File: src/rtl/key_load_unit_if.sv
// key_load_unit_if: serial key port plus parallel key bus of the key load unit.
//   key_start    one-cycle frame-start strobe
//   key_bit_vld  key_sdi valid this cycle
//   key_sdi      serial key bit (MSB first, then one even-parity bit)
//   key_out      parallel key to the lock stages
//   key_valid    key_out holds a parity-checked key
//   key_busy     frame in progress
//   key_err      one-cycle frame-failure pulse
//   locked_out   permanent lockout flag
//   fail_cnt     consecutive failed frames
// master: key source / observer side; slave: key_load_unit.
interface key_load_unit_if #(
  parameter int unsigned KEY_WIDTH = 16
);
  logic                 key_start;
  logic                 key_bit_vld;
  logic                 key_sdi;
  logic [KEY_WIDTH-1:0] key_out;
  logic                 key_valid;
  logic                 key_busy;
  logic                 key_err;
  logic                 locked_out;
  logic [7:0]           fail_cnt;

  modport master (
    output key_start, key_bit_vld, key_sdi,
    input  key_out, key_valid, key_busy, key_err, locked_out, fail_cnt
  );

  modport slave (
    input  key_start, key_bit_vld, key_sdi,
    output key_out, key_valid, key_busy, key_err, locked_out, fail_cnt
  );
endinterface

File: src/rtl/key_load_unit.sv
// key_load_unit: deserialises the unlock key, checks even parity and an
// inter-bit timeout, and presents the key to the lock stages only after a
// good frame. Repeated failures latch a lockout cleared only by rst_n.
// Ports:
//   clk    system clock, rising edge
//   rst_n  asynchronous active-low reset
//   bus    key_load_unit_if.slave (serial key in, parallel key and status out)
module key_load_unit #(
  parameter int unsigned KEY_WIDTH = 16,
  parameter int unsigned MAX_FAIL  = 3,
  parameter int unsigned TIMEOUT   = 255
) (
  input logic            clk,
  input logic            rst_n,
  key_load_unit_if.slave bus
);
  localparam int unsigned BIT_W = $clog2(KEY_WIDTH + 1);
  localparam int unsigned TMO_W = 16;
  localparam int unsigned CNT_W = 8;

  typedef enum logic [1:0] {IDLE, SHIFT, PARITY, LOCKOUT} state_t;

  state_t               state;
  logic [KEY_WIDTH-1:0] shift_reg;
  logic [KEY_WIDTH-1:0] key_out_q;
  logic [BIT_W-1:0]     bit_cnt;
  logic [TMO_W-1:0]     tmo_cnt;
  logic [CNT_W-1:0]     fail_cnt_q;
  logic                 key_valid_q;
  logic                 key_busy_q;
  logic                 key_err_q;
  logic                 locked_q;

  logic                 tmo_hit_c;
  logic                 parity_bad_c;
  logic                 frame_fail_c;
  logic                 frame_pass_c;
  logic [CNT_W-1:0]     fail_next_c;

  // Idle cycle that would bring the timeout counter up to TIMEOUT.
  assign tmo_hit_c    = !bus.key_bit_vld && (tmo_cnt == TMO_W'(TIMEOUT - 1));
  assign parity_bad_c = ^{shift_reg, bus.key_sdi};
  assign frame_pass_c = (state == PARITY) && bus.key_bit_vld && !parity_bad_c;
  assign frame_fail_c = ((state == SHIFT) && tmo_hit_c) ||
                        ((state == PARITY) && (bus.key_bit_vld ? parity_bad_c : tmo_hit_c));
  assign fail_next_c  = fail_cnt_q + CNT_W'(1);

  // Frame FSM with all status outputs registered.
  always_ff @(posedge clk or negedge rst_n) begin
    if (!rst_n) begin
      state       <= IDLE;
      shift_reg   <= '0;
      key_out_q   <= '0;
      bit_cnt     <= '0;
      tmo_cnt     <= '0;
      fail_cnt_q  <= '0;
      key_valid_q <= 1'b0;
      key_busy_q  <= 1'b0;
      key_err_q   <= 1'b0;
      locked_q    <= 1'b0;
    end else begin
      key_err_q <= 1'b0;
      unique case (state)
        IDLE: begin
          // Start wins over a coincident key_bit_vld; that bit is dropped.
          if (bus.key_start) begin
            state       <= SHIFT;
            key_busy_q  <= 1'b1;
            key_out_q   <= '0;
            key_valid_q <= 1'b0;
            shift_reg   <= '0;
            bit_cnt     <= '0;
            tmo_cnt     <= '0;
          end
        end
        SHIFT: begin
          if (bus.key_bit_vld) begin
            shift_reg <= {shift_reg[KEY_WIDTH-2:0], bus.key_sdi};
            bit_cnt   <= bit_cnt + BIT_W'(1);
            tmo_cnt   <= '0;
            if (bit_cnt == BIT_W'(KEY_WIDTH - 1)) state <= PARITY;
          end else if (!tmo_hit_c) begin
            tmo_cnt <= tmo_cnt + TMO_W'(1);
          end
        end
        PARITY: begin
          if (!bus.key_bit_vld && !tmo_hit_c) tmo_cnt <= tmo_cnt + TMO_W'(1);
        end
        LOCKOUT: begin
        end
      endcase

      // Frame completion overrides the per-state updates above.
      if (frame_pass_c) begin
        state       <= IDLE;
        key_busy_q  <= 1'b0;
        key_out_q   <= shift_reg;
        key_valid_q <= 1'b1;
        fail_cnt_q  <= '0;
      end
      if (frame_fail_c) begin
        key_busy_q <= 1'b0;
        key_err_q  <= 1'b1;
        fail_cnt_q <= fail_next_c;
        tmo_cnt    <= '0;
        if (fail_next_c == CNT_W'(MAX_FAIL)) begin
          state    <= LOCKOUT;
          locked_q <= 1'b1;
        end else begin
          state <= IDLE;
        end
      end
    end
  end

  assign bus.key_out    = key_out_q;
  assign bus.key_valid  = key_valid_q;
  assign bus.key_busy   = key_busy_q;
  assign bus.key_err    = key_err_q;
  assign bus.locked_out = locked_q;
  assign bus.fail_cnt   = fail_cnt_q;
endmodule

File: src/flat_wrapper.sv
// flat-port wrapper written by rule: the top's interface ports become plain ports
module key_load_unit_flat 
#(
  parameter int unsigned KEY_WIDTH = 16,
  parameter int unsigned MAX_FAIL  = 3,
  parameter int unsigned TIMEOUT   = 255
)
  (clk, rst_n, bus_key_start, bus_key_bit_vld, bus_key_sdi, bus_key_out, bus_key_valid, bus_key_busy, bus_key_err, bus_locked_out, bus_fail_cnt);
  key_load_unit_if #(.KEY_WIDTH(KEY_WIDTH)) bus_i ();
  input logic clk;
  input logic rst_n;
  input wire logic [$bits(bus_i.key_start)-1:0] bus_key_start;
  input wire logic [$bits(bus_i.key_bit_vld)-1:0] bus_key_bit_vld;
  input wire logic [$bits(bus_i.key_sdi)-1:0] bus_key_sdi;
  output wire logic [$bits(bus_i.key_out)-1:0] bus_key_out;
  output wire logic [$bits(bus_i.key_valid)-1:0] bus_key_valid;
  output wire logic [$bits(bus_i.key_busy)-1:0] bus_key_busy;
  output wire logic [$bits(bus_i.key_err)-1:0] bus_key_err;
  output wire logic [$bits(bus_i.locked_out)-1:0] bus_locked_out;
  output wire logic [$bits(bus_i.fail_cnt)-1:0] bus_fail_cnt;
  assign bus_i.key_start = bus_key_start;
  assign bus_i.key_bit_vld = bus_key_bit_vld;
  assign bus_i.key_sdi = bus_key_sdi;
  assign bus_key_out = bus_i.key_out;
  assign bus_key_valid = bus_i.key_valid;
  assign bus_key_busy = bus_i.key_busy;
  assign bus_key_err = bus_i.key_err;
  assign bus_locked_out = bus_i.locked_out;
  assign bus_fail_cnt = bus_i.fail_cnt;
  key_load_unit #(.KEY_WIDTH(KEY_WIDTH), .MAX_FAIL(MAX_FAIL), .TIMEOUT(TIMEOUT)) u_core (.clk(clk), .rst_n(rst_n), .bus(bus_i));
endmodule
File: config.mk
export PLATFORM = sky130hd
export DESIGN_NAME = key_load_unit_flat
export DESIGN_NICKNAME = d
export VERILOG_FILES = /design/src/rtl/key_load_unit_if.sv /design/src/rtl/key_load_unit.sv /design/src/flat_wrapper.sv
export SDC_FILE = /design/constraint.sdc
export NUM_CORES = 1
export LEC_CHECK = 0
export CAP_MARGIN = 30
export CELL_PAD_IN_SITES_DETAIL_PLACEMENT = 1
export CELL_PAD_IN_SITES_GLOBAL_PLACEMENT = 2
export CORE_AREA = 2 2 97 99
export DETAILED_ROUTE_END_ITERATION = 6
export DIE_AREA = 0 0 99 101
export GPL_ROUTABILITY_DRIVEN = 0
export GPL_TIMING_DRIVEN = 1
export PLACE_DENSITY = 0.79
export SYNTH_ARGS = -nofsm -noshare
export SYNTH_HDL_FRONTEND = slang
export SYNTH_SLANG_ARGS = --single-unit
File: constraint.sdc
create_clock -name clk -period 5.5 [get_ports clk]
set_clock_uncertainty 0.2 [all_clocks]
set_input_delay 0.825 -clock clk [delete_from_list [all_inputs] [get_ports clk]]
set_output_delay 0.825 -clock clk [all_outputs]
set_load 0.02 [all_outputs]
**Word level (Yosys, flattened, before mapping)**

Cells that the tools add are included.

- Add/sub/neg operators: 3
- Multipliers: 0
- Div/mod/pow operators: 0
- $lt $le $gt $ge: 0
- Eq/ne operators: 13
- Shift-type cells: 0
- Mux-type cells: 31
- Bitwise gates (word level): 0
- Reductions and logical operators: 26

Operators with widths:

| cell | count |
|---|---|
| two-way mux 16 bit | 8 |
| one-hot mux 16 bit (3 select lines) | 1 |
| one-hot mux 16 bit (2 select lines) | 1 |
| parity 17 bit | 1 |
| adder 16 x 1 -> 16 bit, second input constant | 1 |
| equality test 16 x 8 -> 1 bit, second input constant | 1 |
| two-way mux 8 bit | 2 |
| two-way mux 2 bit | 6 |
| != test 4 x 2 -> 1 bit, second input constant | 3 |
| two-way mux 5 bit | 2 |
| one-hot mux 5 bit (2 select lines) | 1 |
| two-way mux 1 bit | 9 |
| adder 8 x 1 -> 8 bit, second input constant | 1 |
| equality test 8 x 2 -> 1 bit, second input constant | 1 |
| AND reduction 4 bit | 2 |
| nonzero test 2 bit | 4 |
| nonzero test 4 bit | 2 |
| logical AND 1 bit | 6 |
| != test 3 x 2 -> 1 bit, second input constant | 2 |
| AND reduction 2 bit | 3 |
| nonzero test 3 bit | 2 |
| adder 5 x 1 -> 5 bit, second input constant | 1 |
| equality test 5 x 4 -> 1 bit, second input constant | 1 |
| != test 2 bit, second input constant | 2 |
| 8 further kinds | 10 |

- Register bits: 67
- Latch bits: 0
- Memory bits (writable): 0
- ROM bits: 0
- Input bits: 5
- Output and inout bits: 28
- Memories kept: 0

**Logic depth before layout (Yosys ltp)**

- Depth after elaboration: 7
- Gate-level depth with buffers: 9
- Depth with buffers taken out: 9

**Least setup slack after synthesis**

No wires, ideal clock.

- Path type: input port to flip-flop
- From: input port bus_key_sdi
- To: register u_core.tmo_cnt[6]
- Data arrival time: 2,179 ps
- Data required time: 5,190 ps
- Setup slack: 3,011 ps
- Cell stages on the path: 7
- Buffers on the path: 1
- Path through: xnor2_1 > xnor2_1 > xnor3_2 > o211ai_2 > buf_2 > o21ai_1 > o41ai_1

- Longest elaborated chain between the ends: 6

RTL lines:

| what | RTL line | source |
|---|---|---|
| start, declared | flat_wrapper.sv:14 | `input wire logic [$bits(bus_i.key_sdi)-1:0] bus_key_sdi;` |
| parity 17 bit (*) | key_load_unit.sv:42 | `assign parity_bad_c = ^{shift_reg, bus.key_sdi};` |
| two-way mux 1 bit (*) | key_load_unit.sv:45 | `((state == PARITY) && (bus.key_bit_vld ? parity_bad_c : tmo_hit_c));` |
| logical AND 1 bit (*) | key_load_unit.sv:45 |  |
| logical OR 1 bit (*) | key_load_unit.sv:44 | `assign frame_fail_c = ((state == SHIFT) && tmo_hit_c) \|\|` |
| != test 4 bit (no line) (tied with other cells) | - |  |
| AND reduction 4 bit (no line) | - |  |
| end signal, assigned | key_load_unit.sv:83 | `tmo_cnt <= tmo_cnt + TMO_W'(1);` |
| end signal, assigned | key_load_unit.sv:87 | `if (!bus.key_bit_vld && !tmo_hit_c) tmo_cnt <= tmo_cnt + TMO_W'(1);` |
| end, declared | key_load_unit.sv:27 | `logic [TMO_W-1:0] tmo_cnt;` |

Mark *: on every way between the ends. The rest lies on a longest branch, timed or not.
A chain may end at the register's enable or synchronous reset.

**Worst setup path after layout**

- From: input port bus_key_sdi
- To: register u_core.state[1]

- Longest elaborated chain between the ends: 6

RTL lines:

| what | RTL line | source |
|---|---|---|
| parity 17 bit (*) | key_load_unit.sv:42 |  |
| two-way mux 1 bit (*) | key_load_unit.sv:45 |  |
| logical AND 1 bit (*) | key_load_unit.sv:45 |  |
| logical OR 1 bit (*) | key_load_unit.sv:44 |  |
| net u_core.frame_fail_c | key_load_unit.sv:36 | `logic frame_fail_c;` |
| != test 4 x 2 -> 1 bit (no line) or nonzero test 4 bit (tied branches) | - |  |
| AND reduction 4 bit (no line) | - |  |
| end signal, assigned | key_load_unit.sv:51 | `state <= IDLE;` |
| end signal, assigned | key_load_unit.sv:67 | `state <= SHIFT;` |
| end signal, assigned | key_load_unit.sv:81 | `if (bit_cnt == BIT_W'(KEY_WIDTH - 1)) state <= PARITY;` |
| end, declared | key_load_unit.sv:23 | `state_t state;` |

Mark *: on every way through the listed nets, which the timed path passes. The rest lies on a longest branch.

==> out/metrics.csv <==
stage;metric;value;unit
synthesis;synth_top_family_by_area;simple AND/OR/NAND/NOR gates;
worst_setup_path;cp-end-kind;flip-flop;
synthesis;synth-seq-cells;67;
timing;fin_hold_ws;0.2681;ns
clock_network;hold_buffers;0;
final_layout;num_antenna_cells;0;
worst_setup_path;worstPathRequired;5.56;ns
clock_network;cts.sinks;67;
final_layout;fin_nets;402;
final_layout;drive_gt1_share;7.398;%
detailed_routing;vias;2632;
timing;period_needed;3.192;ns
timing;timing.fmax;313.3;MHz
detailed_routing;initialDrtViolationCount;56;
synthesis;syn_area;0.003332;mm²
worst_setup_path;r2r_end;u_core.state[1];
grt;overflow;0;
synthesis;synthFlopType;dfrtp_1;
placement;port_buffers;32;
floorplanning;io_pins;33;
worst_setup_path;r2r_slack;2.63;ns
timing;slew-limit-headroom;48.38;%
min_path;hold_path_class;in -> async;
clock_network;cts_root_buf;clkbuf_8;
timing;fin_setup_tns;0;ns
worst_setup_path;crit_path_max_incr_delay;0.51;ns
timing;finalCritPeriodShare;58.03;%
synthesis;syn_inst;353;
clock_network;cts_buffers;9;
timing;slew_violations;0;
grt;grt_usage;17.29;%
synthesis;ys_types;40;
clock_network;ctsResizeCount;0;
pwr;ir_drop;0.2244;mV
detailed_routing;routedWlPerCell;15.76;µm
worst_setup_path;reg2reg_depth;7;
synthesis;synth_compound_area_share;14.95;%
timing;hold_viol;0;
detailed_routing;dr.pass1.iters;4;
clock_network;cts_tree;yes;
floorplanning;rows;35;
pwr;power.density;410.1;mW/mm²
grt;antenna_found_initial;0;
timing;tightestPinTransition;0.7725;ns
worst_setup_path;rr_startpoint;u_core.shift_reg[4];
worst_setup_path;arrival;3.25;ns
synthesis;synth_fa_ha_area_share;3.755;%
synthesis;synthSimpleGateAreaFrac;18.36;%
worst_setup_path;worstSetupStartpointType;primary input;
detailed_routing;post_drt_via_cell_ratio;5.233;
synthesis;synth_xor_area_share;7.661;%
timing;rsz0062_at_grt;false;
grt;grt_pass1_wl;13.88;mm
detailed_routing;ant_nets;0;
clock_network;clkSlewWorstSetupHoldPaths;0.08;ns
worst_setup_path;critical_path.cell_chain;clkdlybuf4s50_1, xnor2_1, xnor2_1, xnor3_2, o21ai_2, inv_1, a31o_2, o21ai_2;
floorplanning;die_w;99;µm
final_layout;syn2layout_area_growth;20.17;%
grt;grt_pass1_vias;2797;
flow_run;maxCapViolCount;0;
floorplanning;core_area;0.008977;mm²
worst_setup_path;slowest_stage;clkdlybuf4s50_1;
synthesis;yosysSeqAreaShare;50.32;%
grt;grt_max_degree;35;
synthesis;synth.area.mux_share;0;%
floorplanning;fp.dieH;101;µm
clock_network;htreeDepth;3;
synthesis;syn_nets;368;
worst_setup_path;critical_path_class;in -> reg;
timing;setup_viol;0;
worst_setup_path;worst-path-max-fanout;13;
floorplanning;initial_core_util;37.11;%
pwr;power.leakage;1.704;nW
clock_network;cts_setup_buffers;0;
synthesis;synth-edff-count;0;
floorplanning;die-area;0.009999;mm²
synthesis;async_flop_share;100.0;%
run_status;status;finished clean;
detailed_routing;drc;0;
clock_network;clock_latency;0.34;ns
synthesis;synth_warnings;0;
clock_network;clk_path_buf_depth;2;
detailed_routing;totalWireLength;7.928;mm
synthesis;synth.avg_cell_area;9.439;µm²
placement;dpl.hpwl;5.472;mm
[layout make-up]
| cell class | count | area [µm²] |
|---|---|---|
| repair buffers | 38 | 376.6 |
| clock inverters | 4 | 73.82 |
| inverters | 26 | 97.59 |
| flip-flops and latches | 67 | 1677 |
| clock buffers | 12 | 145.1 |
| multi-input cells | 245 | 1495 |
| well taps | 111 | 138.9 |
| fillers | 1033 | 4974 |
[stage by stage]
stage	cell area [µm²]	utilization [%]	total power [W]	instances	worst slack, ns
floorplan	3332	-	0.0009957	353	3.011
global placement	3754	41.81	0.001175	485	1.918
detailed placement	3785	42.16	0.001193	487	1.935
CTS	4004	44.60	0.001667	503	2.274
global route	4004	44.60	0.001759	503	2.133
finish	4004	44.60	0.001642	503	2.308
[logic make-up (layout without fill, tap and decap cells)]
| logic type | after synthesis | count (layout) |
|---|---|---|
| compound gates | 90 | 90 |
| xor+xnor | 21 | 21 |
| simple gates | 124 | 124 |
| buf+inv | 41 | 80 |
| flops | 67 | 67 |
| fa+ha+maj | 10 | 10 |
[worst max-delay path by stage]
| stage | from | endpoint | cells past startpoint | slack [ns] |
|---|---|---|---|---|
| detailed placement | bus_key_sdi | u_core.state[1] | 8 | 1.93 |
| global route | bus_key_sdi | u_core.tmo_cnt[4] | 7 | 2.13 |
| floorplan | bus_key_sdi | u_core.tmo_cnt[6] | 7 | 3.01 |
| global placement | bus_key_bit_vld | u_core.tmo_cnt[15] | 7 | 1.92 |
| CTS | bus_key_sdi | u_core.state[1] | 8 | 2.27 |
| finish | bus_key_sdi | u_core.state[1] | 8 | 2.31 |
[worst max-delay path: cells and delay by family]
| kind | cells | cell delay (ns) |
|---|---|---|
| buffers and inverters | 2 | 0.74 |
| AOI/OAI and AO/OA | 3 | 0.87 |
| xor gates and xnor gates | 3 | 0.81 |
[cell usage in the layout, fill, tap and decap left out, drive strengths merged, types with 2 or more instances in the layout]
master / synthesis / final
a31oi: 4 / 4
clkbuf: 9 / 12
bufinv: 0 / 2
buf: 6 / 7
clkdlybuf4s50: 0 / 31
nand3: 34 / 34
nor3: 8 / 8
xnor3: 4 / 4
inv: 26 / 26
o21ai: 66 / 66
dfrtp: 67 / 67
a21oi: 10 / 10
o31ai: 5 / 5
ha: 10 / 10
clkinv: 0 / 2
nand2: 38 / 38
nand2b: 5 / 5
and4: 2 / 2
nand4: 3 / 3
and3: 5 / 5
nor2: 17 / 17
xnor2: 8 / 8
xor2: 8 / 8
nor2b: 5 / 5
[power breakdown]
part	switching [W]	internal, W
logic	0.000344	0.000224
registers	0.0000624	0.000550
clock network	0.000193	0.000268
total	0.000600	0.00104
[per-layer routing]
layer  part of all wire (%)  vias to the layer above  GRT usage (%)
li1                       -                     1296              -
met5                      0                        -              0
met3                    2.2                       10          2.913
met1                     47                     1294          22.76
met2                     49                       32          28.64
met4                    1.5                        0          6.639
[Yosys cell counts, types with 2 or more instances]
cell type,instances,share of area (%)
o21ai_0,29,4.4
buf_4,2,0.45
nor2b_1,5,0.94
xnor3_1,3,2.0
nand4_1,3,0.56
inv_1,26,2.9
buf_2,3,0.45
nand2_1,38,4.3
nand3_1,34,5.1
nor3_1,8,1.2
o31ai_1,5,1.1
o21ai_1,35,5.3
xor2_1,8,2.1
a31oi_1,4,0.75
clkbuf_1,9,1.0
o21ai_2,2,0.53
ha_1,10,3.8
xnor2_1,8,2.1
dfrtp_1,67,50
and3_1,5,0.94
nand2b_1,5,0.94
nor2_1,16,1.8
a21oi_1,10,1.5
and4_1,2,0.53
Power figures use the tool's default switching activity.
